[src/rtl/button_debounce_pkg.sv]
// -----------------------------------------------------------------------------
// button_debounce_pkg
// Shared constants for the push-button debouncer: default parameter values
// and the FSM state encodings used by the core and exposed for debug.
// -----------------------------------------------------------------------------
package button_debounce_pkg;

    // Defaults sized for a 100 MHz clock.
    localparam int DEF_DEBOUNCE_CYCLES = 1000000;   // 10 ms
    localparam int DEF_REPEAT_EN       = 1;
    localparam int DEF_REPEAT_DELAY    = 50000000;  // 500 ms
    localparam int DEF_REPEAT_PERIOD   = 10000000;  // 100 ms

    // Repeat FSM state encodings.
    typedef logic [1:0] state_t;

    localparam state_t ST_IDLE       = 2'd0;  // debounced level is 0
    localparam state_t ST_HOLD_DELAY = 2'd1;  // pressed, waiting for first repeat
    localparam state_t ST_REPEATING  = 2'd2;  // pressed, emitting periodic repeats

endpackage : button_debounce_pkg

[src/rtl/button_debounce_if.sv]
// -----------------------------------------------------------------------------
// button_debounce_if
// Bundles the button input and the debounced outputs of button_debounce.
//   btn_i     : raw asynchronous button level (driven by master)
//   level_o   : debounced level
//   press_o   : one-cycle pulse on each debounced rise
//   release_o : one-cycle pulse on each debounced fall
//   count_o   : one-cycle count-enable pulse (press plus auto-repeats)
//   state_o   : repeat FSM state, for observation only
// Protocol: there is no valid/ready handshake here. level_o is a level; the
// three pulse outputs are each high for exactly one clk cycle per event and
// the consumer must sample them on every rising clk edge.
// -----------------------------------------------------------------------------
interface button_debounce_if;
    import button_debounce_pkg::*;

    logic   btn_i;
    logic   level_o;
    logic   press_o;
    logic   release_o;
    logic   count_o;
    state_t state_o;

    // Master: drives the button, observes the results.
    modport master (
        output btn_i,
        input  level_o, press_o, release_o, count_o, state_o
    );

    // Slave: the debouncer itself.
    modport slave (
        input  btn_i,
        output level_o, press_o, release_o, count_o, state_o
    );

endinterface : button_debounce_if

[src/rtl/sync_bit.sv]
// -----------------------------------------------------------------------------
// sync_bit
// Two-flop synchronizer for a single asynchronous bit.
//   clk   : destination clock
//   rst_n : asynchronous active-low reset, clears both flops
//   d     : asynchronous input
//   q     : synchronized output (second flop)
// -----------------------------------------------------------------------------
module sync_bit (
    input  logic clk,
    input  logic rst_n,
    input  logic d,
    output logic q
);

    logic meta_q;
    logic sync_q;

    always_ff @(posedge clk or negedge rst_n) begin
        if (!rst_n) begin
            meta_q <= 1'b0;
            sync_q <= 1'b0;
        end else begin
            meta_q <= d;
            sync_q <= meta_q;
        end
    end

    assign q = sync_q;

endmodule : sync_bit

[src/rtl/button_debounce.sv]
// -----------------------------------------------------------------------------
// button_debounce
// Synchronizes and debounces a bouncing push-button, produces press/release
// pulses and a count-enable pulse that auto-repeats while the button is held.
//   clk   : sole clock, rising edge
//   rst_n : asynchronous active-low reset
//   bus   : button_debounce_if.slave (btn_i in; level_o, press_o, release_o,
//           count_o, state_o out)
// Parameters:
//   DEBOUNCE_CYCLES : consecutive stable samples needed to change level (>=1)
//   REPEAT_EN       : 1 enables auto-repeat of count_o while held
//   REPEAT_DELAY    : clocks from press to first repeat pulse (>=1)
//   REPEAT_PERIOD   : clocks between later repeat pulses (>=1)
// -----------------------------------------------------------------------------
module button_debounce
    import button_debounce_pkg::*;
#(
    parameter int DEBOUNCE_CYCLES = DEF_DEBOUNCE_CYCLES,
    parameter int REPEAT_EN       = DEF_REPEAT_EN,
    parameter int REPEAT_DELAY    = DEF_REPEAT_DELAY,
    parameter int REPEAT_PERIOD   = DEF_REPEAT_PERIOD
) (
    input  logic              clk,
    input  logic              rst_n,
    button_debounce_if.slave  bus
);

    // Parameter range checks at elaboration.
    if (DEBOUNCE_CYCLES < 1) begin : g_bad_debounce
        $error("button_debounce: DEBOUNCE_CYCLES must be >= 1");
    end
    if (REPEAT_DELAY < 1) begin : g_bad_delay
        $error("button_debounce: REPEAT_DELAY must be >= 1");
    end
    if (REPEAT_PERIOD < 1) begin : g_bad_period
        $error("button_debounce: REPEAT_PERIOD must be >= 1");
    end

    localparam int DB_W  = $clog2(DEBOUNCE_CYCLES) + 1;
    // One timer serves both the initial delay and the repeat period.
    localparam int RT_W  = (($clog2(REPEAT_DELAY) > $clog2(REPEAT_PERIOD)) ?
                            $clog2(REPEAT_DELAY) : $clog2(REPEAT_PERIOD)) + 1;

    localparam logic [DB_W-1:0] DB_LAST = DB_W'(DEBOUNCE_CYCLES - 1);
    localparam logic [RT_W-1:0] RD_FULL = RT_W'(REPEAT_DELAY);
    localparam logic [RT_W-1:0] RD_LAST = RT_W'(REPEAT_DELAY - 1);
    localparam logic [RT_W-1:0] RP_LAST = RT_W'(REPEAT_PERIOD - 1);

    // ---------------------------------------------------------------- sync
    logic s_btn;

    sync_bit u_sync (
        .clk   (clk),
        .rst_n (rst_n),
        .d     (bus.btn_i),
        .q     (s_btn)
    );

    // ------------------------------------------------------------ debounce
    logic [DB_W-1:0] db_cnt_q, db_cnt_d;
    logic            level_q, level_d;
    logic            toggle_c;
    logic            rise_c;
    logic            fall_c;

    // Count consecutive samples that disagree with the current level; any
    // agreeing sample restarts the count.
    always_comb begin
        db_cnt_d = '0;
        toggle_c = 1'b0;
        if (s_btn != level_q) begin
            if (db_cnt_q == DB_LAST) begin
                toggle_c = 1'b1;
            end else begin
                db_cnt_d = db_cnt_q + 1'b1;
            end
        end
    end

    assign level_d = level_q ^ toggle_c;
    assign rise_c  = toggle_c & ~level_q;
    assign fall_c  = toggle_c &  level_q;

    // ---------------------------------------------------------- repeat FSM
    state_t          state_q, state_d;
    logic [RT_W-1:0] tmr_q, tmr_d;
    logic            rep_c;

    always_comb begin
        state_d = state_q;
        tmr_d   = tmr_q;
        rep_c   = 1'b0;
        case (state_q)
            ST_IDLE: begin
                if (rise_c) begin
                    state_d = ST_HOLD_DELAY;
                    tmr_d   = '0;
                end
            end
            ST_HOLD_DELAY: begin
                if (fall_c) begin
                    state_d = ST_IDLE;
                    tmr_d   = '0;
                end else if ((REPEAT_EN != 0) && (tmr_q == RD_LAST)) begin
                    rep_c   = 1'b1;
                    state_d = ST_REPEATING;
                    tmr_d   = '0;
                end else if (tmr_q != RD_FULL) begin
                    // Saturates at REPEAT_DELAY when repeat is disabled.
                    tmr_d = tmr_q + 1'b1;
                end
            end
            ST_REPEATING: begin
                if (fall_c) begin
                    // A repeat due on the release edge is dropped.
                    state_d = ST_IDLE;
                    tmr_d   = '0;
                end else if (tmr_q == RP_LAST) begin
                    rep_c = 1'b1;
                    tmr_d = '0;
                end else begin
                    tmr_d = tmr_q + 1'b1;
                end
            end
            default: begin
                state_d = ST_IDLE;
                tmr_d   = '0;
            end
        endcase
    end

    // ------------------------------------------------------------ registers
    logic press_q;
    logic release_q;
    logic count_q;

    always_ff @(posedge clk or negedge rst_n) begin
        if (!rst_n) begin
            db_cnt_q  <= '0;
            level_q   <= 1'b0;
            state_q   <= ST_IDLE;
            tmr_q     <= '0;
            press_q   <= 1'b0;
            release_q <= 1'b0;
            count_q   <= 1'b0;
        end else begin
            db_cnt_q  <= db_cnt_d;
            level_q   <= level_d;
            state_q   <= state_d;
            tmr_q     <= tmr_d;
            press_q   <= rise_c;
            release_q <= fall_c;
            count_q   <= rise_c | rep_c;
        end
    end

    assign bus.level_o   = level_q;
    assign bus.press_o   = press_q;
    assign bus.release_o = release_q;
    assign bus.count_o   = count_q;
    assign bus.state_o   = state_q;

endmodule : button_debounce

[src/flat_wrapper.sv]
// flat-port wrapper written by rule: the top's interface ports become plain ports
module button_debounce_flat import button_debounce_pkg::*;
#(
    parameter int DEBOUNCE_CYCLES = DEF_DEBOUNCE_CYCLES,
    parameter int REPEAT_EN       = DEF_REPEAT_EN,
    parameter int REPEAT_DELAY    = DEF_REPEAT_DELAY,
    parameter int REPEAT_PERIOD   = DEF_REPEAT_PERIOD
)
  (clk, rst_n, bus_btn_i, bus_level_o, bus_press_o, bus_release_o, bus_count_o, bus_state_o);
  button_debounce_if bus_i ();
  input  logic clk;
  input  logic rst_n;
  input wire logic [$bits(bus_i.btn_i)-1:0] bus_btn_i;
  output wire logic [$bits(bus_i.level_o)-1:0] bus_level_o;
  output wire logic [$bits(bus_i.press_o)-1:0] bus_press_o;
  output wire logic [$bits(bus_i.release_o)-1:0] bus_release_o;
  output wire logic [$bits(bus_i.count_o)-1:0] bus_count_o;
  output wire logic [$bits(bus_i.state_o)-1:0] bus_state_o;
  assign bus_i.btn_i = bus_btn_i;
  assign bus_level_o = bus_i.level_o;
  assign bus_press_o = bus_i.press_o;
  assign bus_release_o = bus_i.release_o;
  assign bus_count_o = bus_i.count_o;
  assign bus_state_o = bus_i.state_o;
  button_debounce #(.DEBOUNCE_CYCLES(DEBOUNCE_CYCLES), .REPEAT_EN(REPEAT_EN), .REPEAT_DELAY(REPEAT_DELAY), .REPEAT_PERIOD(REPEAT_PERIOD)) u_core (.clk(clk), .rst_n(rst_n), .bus(bus_i));
endmodule
[config.mk]
export PLATFORM = sky130hd
export DESIGN_NAME = button_debounce_flat
export DESIGN_NICKNAME = d
export VERILOG_FILES = /design/src/rtl/button_debounce_pkg.sv /design/src/rtl/button_debounce_if.sv /design/src/rtl/sync_bit.sv /design/src/rtl/button_debounce.sv /design/src/flat_wrapper.sv
export SDC_FILE = /design/constraint.sdc
export NUM_CORES = 1
export LEC_CHECK = 0
export ABC_AREA = 0
export CORE_MARGIN = 2
export CORE_UTILIZATION = 35
export CTS_CLUSTER_DIAMETER = 80
export DETAILED_ROUTE_END_ITERATION = 16
export PLACE_DENSITY = 0.59
export SETUP_SLACK_MARGIN = 0.5
export SYNTH_ARGS = -nofsm -noshare
export SYNTH_HDL_FRONTEND = slang
export SYNTH_SLANG_ARGS = --single-unit
[constraint.sdc]
create_clock -name clk -period 2.89 [get_ports clk]
set_clock_uncertainty 0.15 [all_clocks]
set_input_delay 0.867 -clock clk [delete_from_list [all_inputs] [get_ports clk]]
set_output_delay 0.867 -clock clk [all_outputs]
set_load 0.02 [all_outputs]
* Word level (Yosys, flattened, before mapping) *
Index checks and enable logic that the tools add are counted.
Widths: inputs -> output; s select.

storage, ports and cells
  flip-flop bits (word level) = 56
  bits of input ports = 3
  output and inout bits = 6
  word-level logic and storage cells = 51

operators by class
  add/subtract/negate cells = 2
  eq/ne operators = 11
  mux-type cells = 21
  bitwise gates (word level) = 5
  reductions and logical operators = 3

operator list
  cell                   number
  $mux 27                6
  $pmux 27 s3            1
  $mux 21                2
  $add 27x1->27 const B  1
  $eq 27x24->1 const B   1
  $eq 27x26->1 const B   1
  $ne 27x26->1 const B   1
  $add 21x1->21 const B  1
  $eq 21x20->1 const B   1
  $mux 2                 4
  $mux 1                 6
  $pmux 2 s3             1
  $ne 2x1->1 const B     2
  $ne 4x1->1 const B     1
  $ne 3x1->1 const B     1
  $reduce_and 3->1       1
  $and 1x1->1            2
  $eq 2x1->1 const B     1
  $eq 2x2->1 const B     1
  $logic_not 2->1        1
  $pmux 1 s2             1
  $reduce_and 2->1       1
  $ne 1x1->1             1
  $not 1->1              1
  other kinds (2)        2

* Depth between registers and ports, before layout *
Gate-level depths: netlist of run 1.

  word-level depth = 7
  depth in mapped cells = 10
  mapped depth without buffers = 8

* By module *
From an unflattened synthesis of run 1, not the netlist that was laid out.

unflattened totals
  cell total of the unflattened synthesis = 327
  area, all modules = 3065.4 um^2

by module, submodules not included
  module           instances  cells an instance  area each (um^2)  seq. area each (um^2)
  button_debounce  1          325                3015.4            1351.3
  sync_bit         1          2                  50.0              50.0

* Worst setup path after synthesis of run 1 *
OpenSTA, ideal clock, no wires.

  path kind = flip-flop to flip-flop
  start point = register u_core.db_cnt_q[0]
  end point = register u_core.tmr_q[3]
  setup time = 0.126 ns
  arrival = 2.321 ns
  data required time = 2.614 ns
  setup slack = 0.293 ns
  stages on the path, launching flop included = 8
  buffers on the path = 1
  clock period less this slack = 2.597 ns
  path through = dfrtp_1 > ha_1 > nand4_2 > or4_4 > o31ai_4 > nand2_1 > buf_6 > a221o_1

on the way
  cells in the longest elaborated chain, start to end = 6
  elaborated cells between the ends (all ways) = 11
  those cells by class = 3 x eq/ne; 5 x mux; 2 x bitwise; 1 x reduce/logical

RTL lines
  item                                                    RTL line                                      RTL
  from (decl)                                             button_debounce.sv:60                         logic [DB_W-1:0] db_cnt_q, db_cnt_d;
  from (signal assigned)                                  button_debounce.sv:147                        db_cnt_q <= db_cnt_d;
  $eq 21x20->1 *                                          button_debounce.sv:72                         if (db_cnt_q == DB_LAST) begin
  $mux 1 *                                                button_debounce.sv:72
  $mux 1 *                                                button_debounce.sv:71                         if (s_btn != level_q) begin
  $and 1x1->1 (on tied branches)                          button_debounce.sv:82, button_debounce.sv:81
  $mux 27, or another cell as far along                   button_debounce.sv:114                        if (fall_c) begin
  $pmux 27 s3 / $reduce_and 2->1 (equally long branches)  --
  to (signal assigned)                                    button_debounce.sv:150                        tmr_q <= tmr_d;
  to (decl)                                               button_debounce.sv:86                         logic [RT_W-1:0] tmr_q, tmr_d;

Every way passes the cells marked *; elsewhere a longest branch is shown, timed or not.
A chain may end at the register's enable or synchronous reset.

* Worst setup path in the final report of run 1 *
  start point = register u_core.tmr_q[17]
  end point = register u_core.tmr_q[3]

on the way
  cells in the longest elaborated chain, start to end = 4
  elaborated cells between the ends (all ways) = 10
  those cells by class = 4 x eq/ne; 5 x mux; 1 x reduce/logical

RTL lines
  item                                                 RTL line                                        RTL
  $eq 27x24->1 / $eq 27x26->1 (equally long branches)  button_debounce.sv:118, button_debounce.sv:104
  $mux 27 (on tied branches)                           button_debounce.sv:118, button_debounce.sv:104
  $mux 27 (on tied branches)                           button_debounce.sv:114, button_debounce.sv:101
  $pmux 27 s3                                          button_debounce.sv:93                           case (state_q)

Parallel ways exist; a longest one is shown, timed or not.

==> results.yml, run 1 <==
global_routing:
  antenna_found_initial: 0
  grt-ovfl-total: 0
  grt_pass1_vias: 2639
  grtUsageTotal_pct: 15.7
  grt_max_degree: 32
  grt_pass1_wl_mm: 12.8
sta:
  worst_pin_slew_ns: 0.503
  slew_viol_final: 0
  rsz0062_at_grt: "yes"
  fin_crit_ns: 2.59
  timing.fmax_mhz: 387
  setup_viol: 0
  worst_slew_margin_rel_pct: 66.1
  hold_viol: 0
  min_period_over_period_pct: 89.5
  finalSetupTns_ns: 0
route:
  first_iter_violations: 130
  drtAntennaViolNets: 0
  via_per_inst: 5.55
  drt_pass1_iterations: 4
  wl_mm: 7.62
  drc_errors: 0
  vias: 2727
  wl_per_cell_um: 15.5
clock_tree:
  cts.clk_slew.worst_paths_ns: 0.10
  root_buffer: "clkbuf_8"
  tritoncts: "built"
  cts_made_buffers: 5
  clk_path_buf_depth: 2
  htree_levels: 2
  clock_sinks: 56
  clock_latency_ns: 0.31
final_layout:
  antennaDiodeCount: 0
  multiInputGateArea_um2: 1930
  drive_gt1_share_pct: 27.7
  utilization_pct: 46.6
  nFillCells: 818
  seqCellArea_um2: 1400
  syn_to_final_growth_pct: 28.5
  nNetsFinal: 391
synthesis:
  syn-cell-area_um2: 3170
  synth_edf_count: 0
  synth_seq_cells: 56
  syn-num-nets: 345
  seq_area_frac_synth_pct: 44.1
  synthFlopType: "dfrtp_1"
  async_flop_share_pct: 100
  ys_types: 54
  yosysWarningCount: 0
  syn_avg_cell_area_um2: 9.45
  ys_top_cells_by_area: "dfrtp_1, nor2_1, xnor2_1"
  synth_top_area_share_pct: 44.1
  synth_top_cell_by_area: "dfrtp_1"
  synth_cells: 336
power:
  p_leak_nw: 1.67
  power_per_cell_area_nw_per_um2: 311
  peakVddDrop_mv: 0.172
  finalPower_w: 0.00127
worst_setup_path:
  critPathCaptureType: "register"
  setup.worst_path.class: "register to register"
  required_ns: 2.94
  worstPathCellList: "or4_4, or4_4, o21ai_4, a21o_4, nor2_4, buf_6, a221o_1"
  critPathMaxFanout: 6
  critPathLaunch: "u_core.tmr_q[17]"
  crit_slowest_cell: "or4_4"
  regToRegSetupSlack_ns: 0.30
  cp_slowest_stage_delay_ns: 0.55
  crit_top_cell: "or4_4"
  r2r-start: "u_core.tmr_q[17]"
  arrival_ns: 2.64
  cp-start-kind: "register"
placement:
  place_congestion: 0.868
  port_buffers: 8
  dp_hpwl_mm: 4.92
floorplan:
  chipWidth_um: 99.2
  dieArea_um2: 9850
  design.core.area_um2: 8760
  die_y_um: 99.2
  initial_utilization_pct: 36.2
  rows: 34
  io_pins: 9
min_path:
  worstHoldStart: "u_core.u_sync.meta_q"
  hold_class: "register to register"
job:
  maxCapViolCount: 0
status:
  status: "completed"
where the power goes:
part	internal, W	total, W	switching [W]
logic	0.0000147	0.0000416	0.0000269
clock network	0.000173	0.000435	0.000262
registers	0.000788	0.000793	0.00000502
placed cells by master, fill, tap and decap left out, drive strengths merged, types with 7 or more instances in the layout:
cell	count
buf	44
o2bb2a	7
nor2	42
inv	16
dfrtp	56
a22o	9
nand3	19
or4	7
nor3	10
o21ai	19
nand4	11
a21oi	11
nand2	26
xnor2	12
metrics by stage:
stage          setup slack (ns)  hold WS (ns)  area, um2  instances
2_1_floorplan             0.414         0.181       3220        336
3_3_place_gp              0.200         0.194       3430        451
3_5_place_dp              0.189         0.194       3430        451
4_1_cts                   0.324         0.219       3970        487
5_1_grt                   0.254         0.241       4080        491
6_report                  0.304         0.213       4080        491
per-layer routing:
metal	vias up	share of wire [%]	wire length, um	GRT usage [%]
met5	-	0	0	0
met4	0	0.98	75	4.00
met3	12	3.2	241	3.02
met2	49	49	3770	26.2
met1	1345	46	3540	21.1
li1	1321	-	-	-
kinds of logic (layout without fill, tap and decap cells):
kind of cell / after synthesis / after routing / synth area share (%)
XOR/XNOR: 18 / 18 / 4.97
multiplexers: 1 / 1 / 0.355
buffers and inverters: 28 / 75 / 4.22
AO/OA/AOI/OAI: 75 / 75 / 18.6
AND/OR/NAND/NOR: 152 / 152 / 25.4
flip-flops: 56 / 56 / 44.1
adder cells (fa/ha/maj): 6 / 6 / 2.36
cell usage after synthesis, types with 2 or more instances:
| cell type | number |
|---|---|
| xor2_1 | 6 |
| ha_1 | 6 |
| o2bb2ai_1 | 5 |
| o41ai_2 | 3 |
| a31oi_1 | 3 |
| nor4_1 | 6 |
| and4_1 | 4 |
| or4_1 | 6 |
| a22o_1 | 9 |
| nor4b_1 | 3 |
| o21ai_2 | 2 |
| xnor2_1 | 12 |
| and3_1 | 6 |
| nand3_1 | 19 |
| or3_1 | 3 |
| nor3_1 | 10 |
| and2_1 | 2 |
| buf_4 | 3 |
| nor2b_1 | 3 |
| buf_2 | 2 |
| o31ai_1 | 5 |
| nand2_1 | 25 |
| inv_1 | 16 |
| a21oi_1 | 10 |
| nand4_1 | 10 |
| a21boi_0 | 3 |
| nor4bb_1 | 2 |
| nand2b_1 | 4 |
| nor2_1 | 41 |
| o2bb2a_1 | 7 |
| buf_6 | 2 |
| dfrtp_1 | 56 |
| o21ai_0 | 17 |
| clkbuf_1 | 5 |
worst max-delay path, delay by kind of cell, from the launching register on:
family	cells	cell delay, ns
AO/OA/AOI/OAI	3	0.68
flip-flops	1	0.40
buffers and inverters	1	0.11
AND/OR/NAND/NOR	3	1.12
sequential cells by signal, indices dropped and copies added (netlist names), named ones only:
name                  flops
u_core.bus.count_o        1
u_core.bus.press_o        1
u_core.bus.release_o      1
u_core.bus.state_o        2
u_core.db_cnt_q          21
u_core.tmr_q             27
u_core.u_sync.meta_q      1
u_core.u_sync.q           1
path summary, 6_finish.rpt:
| path | cells past startpoint | endpoint |
|---|---|---|
| max | 7 | u_core.tmr_q[3] |
| min | 0 | u_core.u_sync.q |
| max reg2reg | 7 | u_core.tmr_q[3] |
| min reg2reg | 0 | u_core.u_sync.q |
| max in group asynchronous | 2 | async pin |
| min in group asynchronous | 2 | u_core.tmr_q[9] |
area by class of cell:
cell class | count | share of cell area (%)
tap | 108 | 3.31
timing repair buffer | 51 | 11.4
clock inverter | 2 | 0.399
inverter | 16 | 1.47
multi-input combinational | 252 | 47.2
sequential | 56 | 34.4
clock buffer | 6 | 1.78
timing repair:
item | in CTS | in global routing
endpoints found under the setup margin | 29 | 31
resized for setup | 58 | 18
pin swaps | 24 | 20
buffers inserted | 28 | 4
hold buffers | 0 | 0
Note: power is estimated with default switching activity, not from simulation.
==> run 2: changes to the inputs <==
Settings changed: CELL_PAD_IN_SITES_DETAIL_PLACEMENT set to 1, CELL_PAD_IN_SITES_GLOBAL_PLACEMENT set to 2, GPL_ROUTABILITY_DRIVEN set to 0, PLACE_DENSITY 0.59 to 0.8.
==> results.yml, run 2 (same netlist as run 1, synthesis figures left out) <==
status:
  status: "completed"
floorplan:
  design.core.area_um2: 8760
  initial_utilization_pct: 36.2
  io_pins: 9
  rows: 34
  chipWidth_um: 99.2
  dieArea_um2: 9850
  die_y_um: 99.2
sta:
  worst_slew_margin_rel_pct: 67.2
  worst_pin_slew_ns: 0.491
  timing.fmax_mhz: 403
  min_period_over_period_pct: 85.9
  slew_viol_final: 0
  rsz0062_at_grt: "yes"
  hold_viol: 0
  setup_viol: 0
  finalSetupTns_ns: 0
  worst_slack_ns: 0.407
  fin_crit_ns: 2.48
route:
  wl_met2_mm: 4.36
  drt_pass1_iterations: 4
  drtAntennaViolNets: 0
  first_iter_violations: 78
  vias: 2701
  dr_wl_met3_um: 125
  via_per_inst: 5.48
  wl_per_cell_um: 17.5
  wl_mm: 8.64
  route.layer.met1.wl_mm: 4.07
  routed.top_layer: "met4"
  drc_errors: 0
clock_tree:
  root_buffer: "clkbuf_8"
  cts_made_buffers: 5
  cts.clk_slew.worst_paths_ns: 0.11
  clk_path_buf_depth: 2
  clock_sinks: 56
  tritoncts: "built"
  clock_latency_ns: 0.33
  htree_levels: 2
  cts_hold_buf: 0
global_routing:
  grt_max_degree: 25
  antenna_found_initial: 0
  grtUsageTotal_pct: 18.3
  grt_pass1_vias: 2854
  grt_pass1_wl_mm: 14.7
  grt-ovfl-total: 0
final_layout:
  drive_gt1_share_pct: 27.5
  regMostFlops: "u_core.tmr_q"
  finalInstanceArea_um2: 4070
  final_common_cell: "dfrtp_1"
  utilization_pct: 46.4
  mostFrequentLayoutCells: "dfrtp_1, nor2_1, buf_4, nand2_1, nand3_1"
  antennaDiodeCount: 0
  largest_register_ffs: 27
  nFillCells: 1004
  nNetsFinal: 393
  syn_to_final_growth_pct: 28.2
power:
  p_leak_nw: 1.66
  peakVddDrop_mv: 0.177
  power_per_cell_area_nw_per_um2: 318
placement:
  dp_hpwl_mm: 5.84
  placed_cell_area_um2: 3460
  place_worst_setup_slack_ns: 0.154
  port_buffers: 8
worst_setup_path:
  reg2reg_to: "u_core.tmr_q[3]"
  crit_slowest_cell: "or4_4"
  cp-start-kind: "register"
  r2r-start: "u_core.db_cnt_q[1]"
  reg2reg_depth: 8
  regToRegSetupSlack_ns: 0.41
  arrival_ns: 2.55
  cp_slowest_stage_delay_ns: 0.56
  critPathLaunch: "u_core.db_cnt_q[1]"
  critPathMaxFanout: 7
  setup.worst_path.class: "register to register"
  critPathCaptureType: "register"
  worstPathCellList: "ha_4, nand4_4, or4_4, o311ai_4, buf_6, nand2_8, buf_8, a221o_1"
  required_ns: 2.96
  crit_path_end: "u_core.tmr_q[3]"
job:
  maxCapViolCount: 0
min_path:
  hold_class: "register to register"
run 2: per-stage QoR:
stage,cells,power (W),hold slack (ns)
detailed placement,456,0.000844,0.194
finish,493,0.00130,0.217
CTS,486,0.00131,0.221
floorplan,336,0.000819,0.181
global placement,456,0.000843,0.205
global route,493,0.00135,0.242
run 2: metal layers:
layer	GRT usage, %	vias up
li1	-	1322
met3	2.88	7
met2	31.4	18
met4	4.85	0
met5	0	-
met1	24.2	1354
run 2: how the worst min path moves through the flow:
| stage | from | to | slack (ns) | cells past startpoint |
|---|---|---|---|---|
| 2_1_floorplan | u_core.u_sync.meta_q | u_core.u_sync.q | 0.18 | 0 |
| 3_3_place_gp | u_core.u_sync.meta_q | u_core.u_sync.q | 0.20 | 0 |
| 3_5_place_dp | u_core.u_sync.meta_q | u_core.u_sync.q | 0.19 | 0 |
| 4_1_cts | u_core.u_sync.meta_q | u_core.u_sync.q | 0.22 | 0 |
| 5_1_grt | u_core.u_sync.meta_q | u_core.u_sync.q | 0.24 | 0 |
| 6_report | u_core.u_sync.meta_q | u_core.u_sync.q | 0.22 | 0 |
run 2: where the power goes:
part / internal (W) / switching (W) / total (W) / leakage [nW]
clock: 0.000173 / 0.000285 / 0.000458 / 0.0445
sequential: 0.000788 / 0.00000549 / 0.000793 / 0.772
combinational: 0.0000161 / 0.0000281 / 0.0000442 / 0.847
run 2: repair_timing:
action | in CTS | in global routing
setup endpoints to repair | 29 | 31
cloned | 0 | 0
pin swaps | 18 | 15
buffers inserted | 22 | 7
gates resized for setup | 42 | 23
run 2: layout make-up:
cell class	instances	area [um2]	share of cell area, %
Clock buffer	5	68.8	1.69
Clock inverter	3	21.3	0.523
Inverter	16	60.1	1.48
Multi-Input combinational cell	252	1910	47.0
Sequential cell	56	1400	34.5
Tap cell	108	135	3.32
Timing Repair Buffer	53	468	11.5
run 2: critical path, delay by kind of cell, from the launching register on:
kind | cells | cell delay [ns]
AND/OR/NAND/NOR | 3 | 0.73
AO/OA/AOI/OAI | 2 | 0.59
buffers and inverters | 2 | 0.30
flip-flops | 1 | 0.42
adder cells (fa/ha/maj) | 1 | 0.18
==> run 3: changes to the inputs <==
Settings changed: CORE_MARGIN 2 to 3, SETUP_SLACK_MARGIN 0.5 to not set.
==> results.yml, run 3 (same netlist as run 1, synthesis figures left out) <==
placement:
  dp_hpwl_mm: 6.09
  place_worst_setup_slack_ns: 0.132
  port_buffers: 8
global_routing:
  busiest_layer: "met2"
  antenna_found_initial: 0
  grtUsageMet2_pct: 28.4
  grt_pass1_wl_mm: 13.8
  grt-ovfl-total: 0
  grtUsageMet1_pct: 21.7
  grt_max_degree: 34
  grt_pass1_vias: 2725
  grtUsageMet3_pct: 3.10
  grtUsageTotal_pct: 16.7
final_layout:
  mostFrequentLayoutCells: "dfrtp_1, nor2_1, nand2_1, nand3_1, o21ai_0"
  antennaDiodeCount: 0
  drive_gt1_share_pct: 12.0
  nNetsFinal: 366
  syn_to_final_growth_pct: 12.5
  nFillCells: 1023
  regMostFlops: "u_core.tmr_q"
  largest_register_ffs: 27
  final_common_cell: "dfrtp_1"
route:
  drtAntennaViolNets: 0
  wl_per_cell_um: 17.5
  drc_errors: 0
  first_iter_violations: 91
  vias: 2616
  via_per_inst: 5.61
  drt_pass1_iterations: 4
  wl_mm: 8.17
worst_setup_path:
  crit_slowest_cell: "or4_1"
  worstPathCellList: "ha_1, nand4_2, or4_1, o21ai_0, a21o_2, nor2_4, buf_12, a22o_1"
  critPathCaptureType: "register"
  critPathMaxFanout: 11
  cp-start-kind: "register"
  cp_slowest_stage_delay_ns: 0.59
  required_ns: 2.95
  setup.worst_path.class: "register to register"
  arrival_ns: 2.81
floorplan:
  die_y_um: 101
  io_pins: 9
  design.core.area_um2: 8760
  initial_utilization_pct: 36.2
  chipWidth_um: 101
  rows: 34
  dieArea_um2: 10200
clock_tree:
  cts_made_buffers: 5
  root_buffer: "clkbuf_8"
  clk_path_buf_depth: 2
  clock_latency_ns: 0.32
  cts.clk_slew.worst_paths_ns: 0.11
  clock_sinks: 56
  tritoncts: "built"
  cts_hold_buf: 0
  htree_levels: 2
power:
  peakVddDrop_mv: 0.183
  power_per_cell_area_nw_per_um2: 358
  p_leak_nw: 1.42
job:
  maxCapViolCount: 0
sta:
  setup_viol: 0
  hold_viol: 0
  min_period_over_period_pct: 95.2
  finalSetupTns_ns: 0
  fin_crit_ns: 2.75
  timing.fmax_mhz: 364
  worst_pin_slew_ns: 0.713
  worst_slack_ns: 0.140
  worst_slew_margin_rel_pct: 52.0
  rsz0062_at_grt: "no"
  slew_viol_final: 0
min_path:
  hold_class: "register to register"
status:
  status: "completed"
[run 3: power breakdown]
| part | total [W] | internal [W] | switching (W) |
|---|---|---|---|
| clock network | 0.000453 | 0.000173 | 0.000280 |
| registers | 0.000793 | 0.000788 | 0.00000479 |
| logic | 0.0000338 | 0.00000897 | 0.0000249 |
| total | 0.00128 | 0.000970 | 0.000310 |
[run 3: stage by stage]
stage	power [W]	area, um2	utilization (%)	hold slack [ns]	instances
after global routing	0.00133	3570	40.7	0.264	466
after global placement	0.000843	3460	39.5	0.214	457
after floorplan	0.000818	3170	-	0.181	336
final	0.00128	3570	40.7	0.250	466
after detailed placement	0.000844	3460	39.5	0.214	457
after CTS	0.00130	3550	40.5	0.242	465
[run 3: routing by layer]
layer	part of all wire [%]	wire length, um	vias up
li1	-	-	1266
met1	47	3830	1313
met2	49	4020	26
met3	2.3	186	11
met4	1.6	132	0
met5	0	0	-
[run 3: final timing paths]
kind	startpoint	to	slack [ns]	cells past startpoint
max	u_core.db_cnt_q[0]	u_core.tmr_q[11]	0.14	8
min	u_core.u_sync.meta_q	u_core.u_sync.q	0.25	0
max reg2reg	u_core.db_cnt_q[0]	u_core.tmr_q[11]	0.14	8
min reg2reg	u_core.u_sync.meta_q	u_core.u_sync.q	0.25	0
max in group asynchronous	rst_n	u_core.tmr_q[3]	1.60	2
min in group asynchronous	rst_n	u_core.tmr_q[23]	0.39	1
[run 3: final cells by class]
cell class	instances	area, um2	share of cell area [%]
Multi-Input combinational cell	252	1650	46.2
Inverter	16	60.1	1.68
Timing Repair Buffer	26	235	6.59
Clock inverter	3	21.3	0.596
Sequential cell	56	1400	39.2
Clock buffer	5	68.8	1.93
Tap cell	108	135	3.78
[run 3: timing repair]
| item | CTS | global route |
|---|---|---|
| setup buffers | 0 | 1 |
| resized for setup | 0 | 2 |
| setup endpoints to repair | 0 | 11 |
[run 3: worst max-delay path: cells and delay by family (launching register included)]
| family | cells | cell delay (ns) |
|---|---|---|
| flip-flops | 1 | 0.41 |
| AO/OA/AOI/OAI | 3 | 0.84 |
| buffers and inverters | 1 | 0.15 |
| AND/OR/NAND/NOR | 3 | 0.83 |
| adder cells (fa/ha/maj) | 1 | 0.24 |
